$ cat src/rtl/test_pkg_a.sv
// Shared link-level definitions: the cycle type carried by each data beat.
package test_pkg_a;

    typedef enum logic [1:0] {
        IDLE  = 2'd0,
        VALID = 2'd1,
        DONE  = 2'd2,
        RSVD  = 2'd3
    } CYCLE_TYPE_E;

endpackage

$ cat src/rtl/test_pkg_b.sv
// Shared pipelined-write link definitions: command/data beat layouts, the reassembled
// transaction and the receiver state encoding.
package test_pkg_b;

    localparam int MAX_WR_CYCLES = 4;

    typedef enum logic [2:0] {
        STD          = 3'd0,
        MULTI_WDONE  = 3'd1,
        SINGLE_WDONE = 3'd2
    } WRITE_TYPE_E;

    typedef struct packed {
        logic       val;
        logic [2:0] write_type;
        logic [1:0] num_cycles;
        logic [3:0] rsvd;
    } write_cmd_t;

    typedef struct packed {
        logic [1:0] cycle_type;
        logic [7:0] dat;
    } write_data_t;

    // dat[0] is the first data beat of the transaction
    typedef struct packed {
        write_cmd_t                         cmd;
        write_data_t [MAX_WR_CYCLES-1:0]    dat;
    } pipelined_write_t;

    typedef enum logic {
        S_CMD  = 1'b0,
        S_DATA = 1'b1
    } rx_state_e;

    localparam int XACT_W = $bits(pipelined_write_t);
    localparam int FIFO_W = XACT_W + 3;

    // num_cycles==0 encodes the maximum burst length
    function automatic logic [2:0] beat_count(input logic [1:0] num_cycles);
        return (num_cycles == 2'd0) ? 3'(MAX_WR_CYCLES) : {1'b0, num_cycles};
    endfunction

endpackage

$ cat src/rtl/pipelined_write_rx_fifo.sv
// Small first-word-fall-through FIFO holding completed transactions; head data reads
// as zero while empty.
module pipelined_write_rx_fifo #(
    parameter int DEPTH = 2,
    parameter int WIDTH = 53
) (
    input  logic             clk,
    input  logic             rst_n,
    input  logic             push,
    input  logic [WIDTH-1:0] din,
    output logic             full,
    input  logic             pop,
    output logic             valid,
    output logic [WIDTH-1:0] dout
);

    localparam int AW = (DEPTH > 1) ? $clog2(DEPTH) : 1;
    localparam int CW = $clog2(DEPTH + 1);

    logic [WIDTH-1:0] mem [DEPTH];
    logic [AW-1:0]    wr_ptr_reg;
    logic [AW-1:0]    rd_ptr_reg;
    logic [CW-1:0]    count_reg;
    logic             do_push;
    logic             do_pop;

    function automatic logic [AW-1:0] next_ptr(input logic [AW-1:0] ptr);
        return (ptr == AW'(DEPTH - 1)) ? '0 : ptr + 1'b1;
    endfunction

    assign full    = (count_reg == CW'(DEPTH));
    assign valid   = (count_reg != '0);
    assign do_pop  = pop && valid;
    assign do_push = push && (!full || do_pop);
    assign dout    = valid ? mem[rd_ptr_reg] : '0;

    always_ff @(posedge clk) begin
        if (do_push) begin
            mem[wr_ptr_reg] <= din;
        end
    end

    always_ff @(posedge clk or negedge rst_n) begin
        if (!rst_n) begin
            wr_ptr_reg <= '0;
            rd_ptr_reg <= '0;
            count_reg  <= '0;
        end else begin
            if (do_push) begin
                wr_ptr_reg <= next_ptr(wr_ptr_reg);
            end
            if (do_pop) begin
                rd_ptr_reg <= next_ptr(rd_ptr_reg);
            end
            if (do_push && !do_pop) begin
                count_reg <= count_reg + 1'b1;
            end else if (do_pop && !do_push) begin
                count_reg <= count_reg - 1'b1;
            end
        end
    end

endmodule

$ cat src/rtl/pipelined_write_rx.sv
// Pipelined-write link deframer: reassembles cmd + data beats into transactions and queues them.
// Define PIPELINED_WRITE_RX_TIMEOUT_EN to abort transactions stalled by too many IDLE beats.
module pipelined_write_rx
    import test_pkg_a::*;
    import test_pkg_b::*;
#(
    parameter int OUT_DEPTH      = 2,
    parameter int TIMEOUT_CYCLES = 16
) (
    input  logic        clk,
    input  logic        rst_n,
    input  logic [9:0]  link_i,
    output logic        out_valid_o,
    input  logic        out_ready_i,
    output logic [49:0] out_xact_o,
    output logic [2:0]  out_ncyc_o,
    output logic        wdone_o,
    output logic        err_proto_o,
    output logic        err_ovf_o,
    input  logic        err_clr_i,
    output logic        busy_o
);

    rx_state_e        state_reg;
    write_cmd_t       cmd_reg;
    write_data_t      slot_reg [MAX_WR_CYCLES];
    logic [1:0]       idx_reg;
    logic             wdone_reg;
    logic             err_proto_reg;
    logic             err_ovf_reg;

    write_cmd_t       cmd_in;
    write_data_t      dat_in;
    logic [1:0]       last_idx;
    logic             cmd_accept;
    logic             cmd_reject;
    logic             idle_beat;
    logic             take_valid;
    logic             take_done;
    logic             bad_beat;
    logic             timeout_hit;
    logic             fifo_full;
    logic             fifo_pop;
    logic             push_ok;
    logic             push;
    logic             proto_set;
    logic             ovf_set;
    logic             wdone_next;
    pipelined_write_t push_xact;
    logic [FIFO_W-1:0] fifo_din;
    logic [FIFO_W-1:0] fifo_dout;

    assign cmd_in   = link_i;
    assign dat_in   = link_i;
    // num_cycles-1 wraps 0 to 3, matching the 4-beat encoding of num_cycles==0
    assign last_idx = cmd_reg.num_cycles - 2'd1;

    assign cmd_accept = (state_reg == S_CMD) && cmd_in.val && (cmd_in.write_type <= 3'd2);
    assign cmd_reject = (state_reg == S_CMD) && cmd_in.val && (cmd_in.write_type > 3'd2);

    always_comb begin
        idle_beat  = 1'b0;
        take_valid = 1'b0;
        take_done  = 1'b0;
        bad_beat   = 1'b0;
        if (state_reg == S_DATA) begin
            if (dat_in.cycle_type == IDLE) begin
                idle_beat = 1'b1;
            end else if (dat_in.cycle_type == VALID && idx_reg != last_idx) begin
                take_valid = 1'b1;
            end else if (dat_in.cycle_type == DONE && idx_reg == last_idx) begin
                take_done = 1'b1;
            end else begin
                bad_beat = 1'b1;
            end
        end
    end

`ifdef PIPELINED_WRITE_RX_TIMEOUT_EN
    localparam int TW = $clog2(TIMEOUT_CYCLES + 1);
    logic [TW-1:0] idle_cnt_reg;

    assign timeout_hit = idle_beat && (idle_cnt_reg == TW'(TIMEOUT_CYCLES - 1));

    always_ff @(posedge clk or negedge rst_n) begin
        if (!rst_n) begin
            idle_cnt_reg <= '0;
        end else if (idle_beat && !timeout_hit) begin
            idle_cnt_reg <= idle_cnt_reg + 1'b1;
        end else begin
            idle_cnt_reg <= '0;
        end
    end
`else
    // constant false; the expression only keeps TIMEOUT_CYCLES referenced
    assign timeout_hit = (TIMEOUT_CYCLES < 0);
`endif

    assign fifo_pop  = out_valid_o && out_ready_i;
    assign push_ok   = !fifo_full || fifo_pop;
    assign push      = take_done && push_ok;
    assign ovf_set   = take_done && !push_ok;
    assign proto_set = cmd_reject || bad_beat || timeout_hit;

    assign wdone_next = ((cmd_reg.write_type == MULTI_WDONE) && (take_valid || take_done))
                     || ((cmd_reg.write_type == SINGLE_WDONE) && push);

    // The final beat goes straight into the pushed word rather than via its slot
    always_comb begin
        push_xact.cmd = cmd_reg;
        for (int i = 0; i < MAX_WR_CYCLES; i++) begin
            push_xact.dat[i] = slot_reg[i];
        end
        push_xact.dat[idx_reg] = dat_in;
    end

    assign fifo_din = {push_xact, beat_count(cmd_reg.num_cycles)};

    genvar gi;
    generate
        for (gi = 0; gi < MAX_WR_CYCLES; gi++) begin : g_slot
            always_ff @(posedge clk or negedge rst_n) begin
                if (!rst_n) begin
                    slot_reg[gi] <= '0;
                end else if (cmd_accept) begin
                    slot_reg[gi] <= '0;
                end else if (take_valid && idx_reg == 2'(gi)) begin
                    slot_reg[gi] <= dat_in;
                end
            end
        end
    endgenerate

    always_ff @(posedge clk or negedge rst_n) begin
        if (!rst_n) begin
            state_reg     <= S_CMD;
            cmd_reg       <= '0;
            idx_reg       <= '0;
            wdone_reg     <= 1'b0;
            err_proto_reg <= 1'b0;
            err_ovf_reg   <= 1'b0;
        end else begin
            wdone_reg     <= wdone_next;
            err_proto_reg <= proto_set || (err_proto_reg && !err_clr_i);
            err_ovf_reg   <= ovf_set || (err_ovf_reg && !err_clr_i);
            if (state_reg == S_CMD) begin
                if (cmd_accept) begin
                    cmd_reg   <= cmd_in;
                    idx_reg   <= '0;
                    state_reg <= S_DATA;
                end
            end else begin
                if (take_valid) begin
                    idx_reg <= idx_reg + 2'd1;
                end else if (take_done || bad_beat || timeout_hit) begin
                    state_reg <= S_CMD;
                end
            end
        end
    end

    pipelined_write_rx_fifo #(
        .DEPTH (OUT_DEPTH),
        .WIDTH (FIFO_W)
    ) u_fifo (
        .clk   (clk),
        .rst_n (rst_n),
        .push  (push),
        .din   (fifo_din),
        .full  (fifo_full),
        .pop   (fifo_pop),
        .valid (out_valid_o),
        .dout  (fifo_dout)
    );

    assign out_xact_o  = fifo_dout[FIFO_W-1:3];
    assign out_ncyc_o  = fifo_dout[2:0];
    assign wdone_o     = wdone_reg;
    assign err_proto_o = err_proto_reg;
    assign err_ovf_o   = err_ovf_reg;
    assign busy_o      = (state_reg == S_DATA);

endmodule

$ cat config.mk
export PLATFORM = sky130hd
export DESIGN_NAME = pipelined_write_rx
export DESIGN_NICKNAME = d
export VERILOG_FILES = /design/src/rtl/test_pkg_a.sv /design/src/rtl/test_pkg_b.sv /design/src/rtl/pipelined_write_rx_fifo.sv /design/src/rtl/pipelined_write_rx.sv
export SDC_FILE = /design/constraint.sdc
export NUM_CORES = 1
export LEC_CHECK = 0
export CAP_MARGIN = 10
export CORE_ASPECT_RATIO = 1.75
export CORE_UTILIZATION = 50
export DETAILED_ROUTE_END_ITERATION = 10
export GPL_TIMING_DRIVEN = 1
export PLACE_DENSITY = 0.72
export SKIP_CTS_REPAIR_TIMING = 1
export SLEW_MARGIN = 10
export SYNTH_ARGS = -nofsm -noshare
export SYNTH_HDL_FRONTEND = slang
export SYNTH_HIERARCHICAL = 1
export SYNTH_SLANG_ARGS = --single-unit
$ cat constraint.sdc
create_clock -name clk -period 4.8 [get_ports clk]
set_input_delay 0.72 -clock clk [delete_from_list [all_inputs] [get_ports clk]]
set_output_delay 0.72 -clock clk [all_outputs]
set_load 0.1 [all_outputs]
==> flow_metrics.py <==
metrics = {
    "clock_network": {
        "cts.sinks": 166,
        "htreeDepth": 4,
        "cts.path.max_buffers": 2,
        "numCtsBuffers": 17,
        "clkTransAtPathRegs_ps": 60,
        "cts_tree": "done",
        "clk_latency_ps": 410,
        "cts_root_buf": "clkbuf_16",
    },
    "hold_path": {
        "worstHoldStart": "cmd_reg[9]$_DFFE_PN0P_",
        "hold_end": "u_fifo/mem[1][52]$_DFFE_PP_",
        "hold_depth": 0,
        "hp-class": "register to register",
    },
    "worst_setup_path": {
        "cp-start-kind": "register",
        "rr_endpoint": "u_fifo/mem[1][4]$_DFFE_PP_",
        "crit_fanout": 33,
        "arrival_ps": 3110,
        "r2r_setup_slack_ps": 1350,
        "worstRegToRegCells": 9,
        "r2r_start": "cmd_reg[4]$_DFFE_PN0P_",
        "critPathKind": "register to output pin",
        "cp-end-kind": "output pin",
        "crit_required_ps": 4080,
    },
    "floorplan": {
        "io_pins": 72,
        "core-area_mm2": 0.0139,
        "rows": 57,
        "dieWidth_um": 92.1,
        "dieArea_mm2": 0.0147,
        "start_util_pct": 51.1,
        "die_h_um": 160,
    },
    "detailed_routing": {
        "wire_per_inst_um": 17.5,
        "num_vias": 4102,
        "ant_nets": 0,
        "vias_per_cell": 5.19,
        "routed_wirelength_mm": 13.8,
        "drtIter0Drc": 328,
        "drt_pass1_iterations": 4,
        "drc": 0,
    },
    "synthesis": {
        "syn_area_mm2": 0.00710,
        "synth_flop_cell": "edfxtp_1",
        "yosys_warnings": 6,
        "synthCells": 538,
        "ys_seq_elements": 166,
        "synth_async_sr_flop_share_pct": 36.1,
        "synth_commonest_cells": "edfxtp_1, nand2_1, nor2_1",
        "synth_area_leaders": "edfxtp_1, dfrtp_1, mux2i_1",
        "yosysSeqAreaShare_pct": 66.0,
        "synth_top_cell_area_share_pct": 44.8,
        "ys_types": 33,
        "synth_most_common_cell": "edfxtp_1",
        "synth_fp_nets": 558,
        "synth_edf_count": 106,
        "syn_avg_cell_area_um2": 13.2,
        "yosys.area.top_type": "edfxtp_1",
    },
    "layout": {
        "antenna-diode-count": 0,
        "nets": 621,
        "stdcell_count": 791,
        "largest_reg_flops": 106,
        "fin_util_pct": 60.6,
        "syn2layout_area_growth_pct": 18.6,
        "drive_gt1_share_pct": 15.3,
    },
    "timing": {
        "setup_viol": 0,
        "fmax_ghz": 0.261,
        "slew_headroom_pct": 29.7,
        "rsz0062_at_grt": "no",
        "max_slew.worst_pin.slew_ps": 1050,
        "period_share_pct": 79.9,
        "clock_skew_ps": 6.28,
        "timing.setup.tns_ps": 0,
        "drv_slew": 0,
        "finalCriticalPeriod_ps": 3830,
        "hold_violations": 0,
    },
    "global_routing": {
        "grt_overflow": 0,
        "grt_pass1_vias": 4162,
        "grt_pass1_wl_mm": 22.1,
        "grt_max_degree": 61,
        "grt.total_usage_pct": 20.1,
        "antenna_found_initial": 0,
    },
    "place": {
        "dpl.hpwl_mm": 8.81,
        "dp_cells": 759,
        "place.gp.congestion": 0.762,
        "port_buffers": 71,
    },
    "flow_run": {
        "cap_violations": 0,
    },
    "status": {
        "status": "complete, no violations",
    },
}
critical path, stage by stage (launching register included):
cell,delay (ps)
dfrtp_2,1050
buf_12,280
mux2i_1,100
nor2_1,100
clkdlybuf4s50_1,1140
metrics by stage:
stage          hold WS [ps]  setup slack (ps)  cell area, um2
5_1_grt                 483               791            8430
4_1_cts                 475               906            8430
2_1_floorplan           424               344            7100
6_report                471               966            8430
3_3_place_gp            449              1310            7890
3_5_place_dp            457              1270            7890
layout by cell type (no fill, tap or decap), types with 6 or more instances in the layout:
cell,n
clkbuf_16,17
clkdlybuf4s50_1,70
dfrtp_1,59
edfxtp_1,106
ha_1,6
inv_1,14
mux2_2,44
mux2i_1,54
nand2_1,79
nor2_1,62
o21ai_0,38
layer usage:
layer	global-route usage [%]	share of wire [%]	routed length, um
met5	0	0	0
met4	6.61	1.4	196
met3	3.67	3.2	445
met2	35.8	55	7560
met1	24.4	41	5610
layout make-up:
cell class	count	area, um2
clock buffers	18	429
clock inverters	14	104
fillers	1056	5480
inverters	16	60.1
multi-input cells	323	2160
flip-flops and latches	166	4690
well taps	177	221
repair buffers	77	763
how the worst max path moves through the flow:
stage                             startpoint                     endpoint  depth (start not counted)
2_1_floorplan         cmd_reg[4]$_DFFE_PN0P_   u_fifo/mem[0][0]$_DFFE_PP_                          8
3_3_place_gp                       link_i[9]  u_fifo/mem[1][26]$_DFFE_PP_                          7
3_5_place_dp                       link_i[9]  u_fifo/mem[1][24]$_DFFE_PP_                          7
4_1_cts        u_fifo/rd_ptr_reg$_DFFE_PN0N_               out_xact_o[15]                          4
5_1_grt        u_fifo/rd_ptr_reg$_DFFE_PN0N_               out_xact_o[23]                          4
6_report       u_fifo/rd_ptr_reg$_DFFE_PN0N_               out_xact_o[15]                          4
cell families after synthesis:
group                    after synthesis  share of synthesized area (%)
multiplexers                          98                           14.6
AND/OR/NAND/NOR                      156                           8.74
AO/OA/AOI/OAI                         56                           4.67
buffers and inverters                 49                           3.82
flip-flops                           166                           66.0
XOR/XNOR                               7                           1.18
adder cells (fa/ha/maj)                6                           1.06
Power is left out: the tool's default activity adds up to more than one toggle a clock period on the data nets, which glitch-free logic cannot reach.
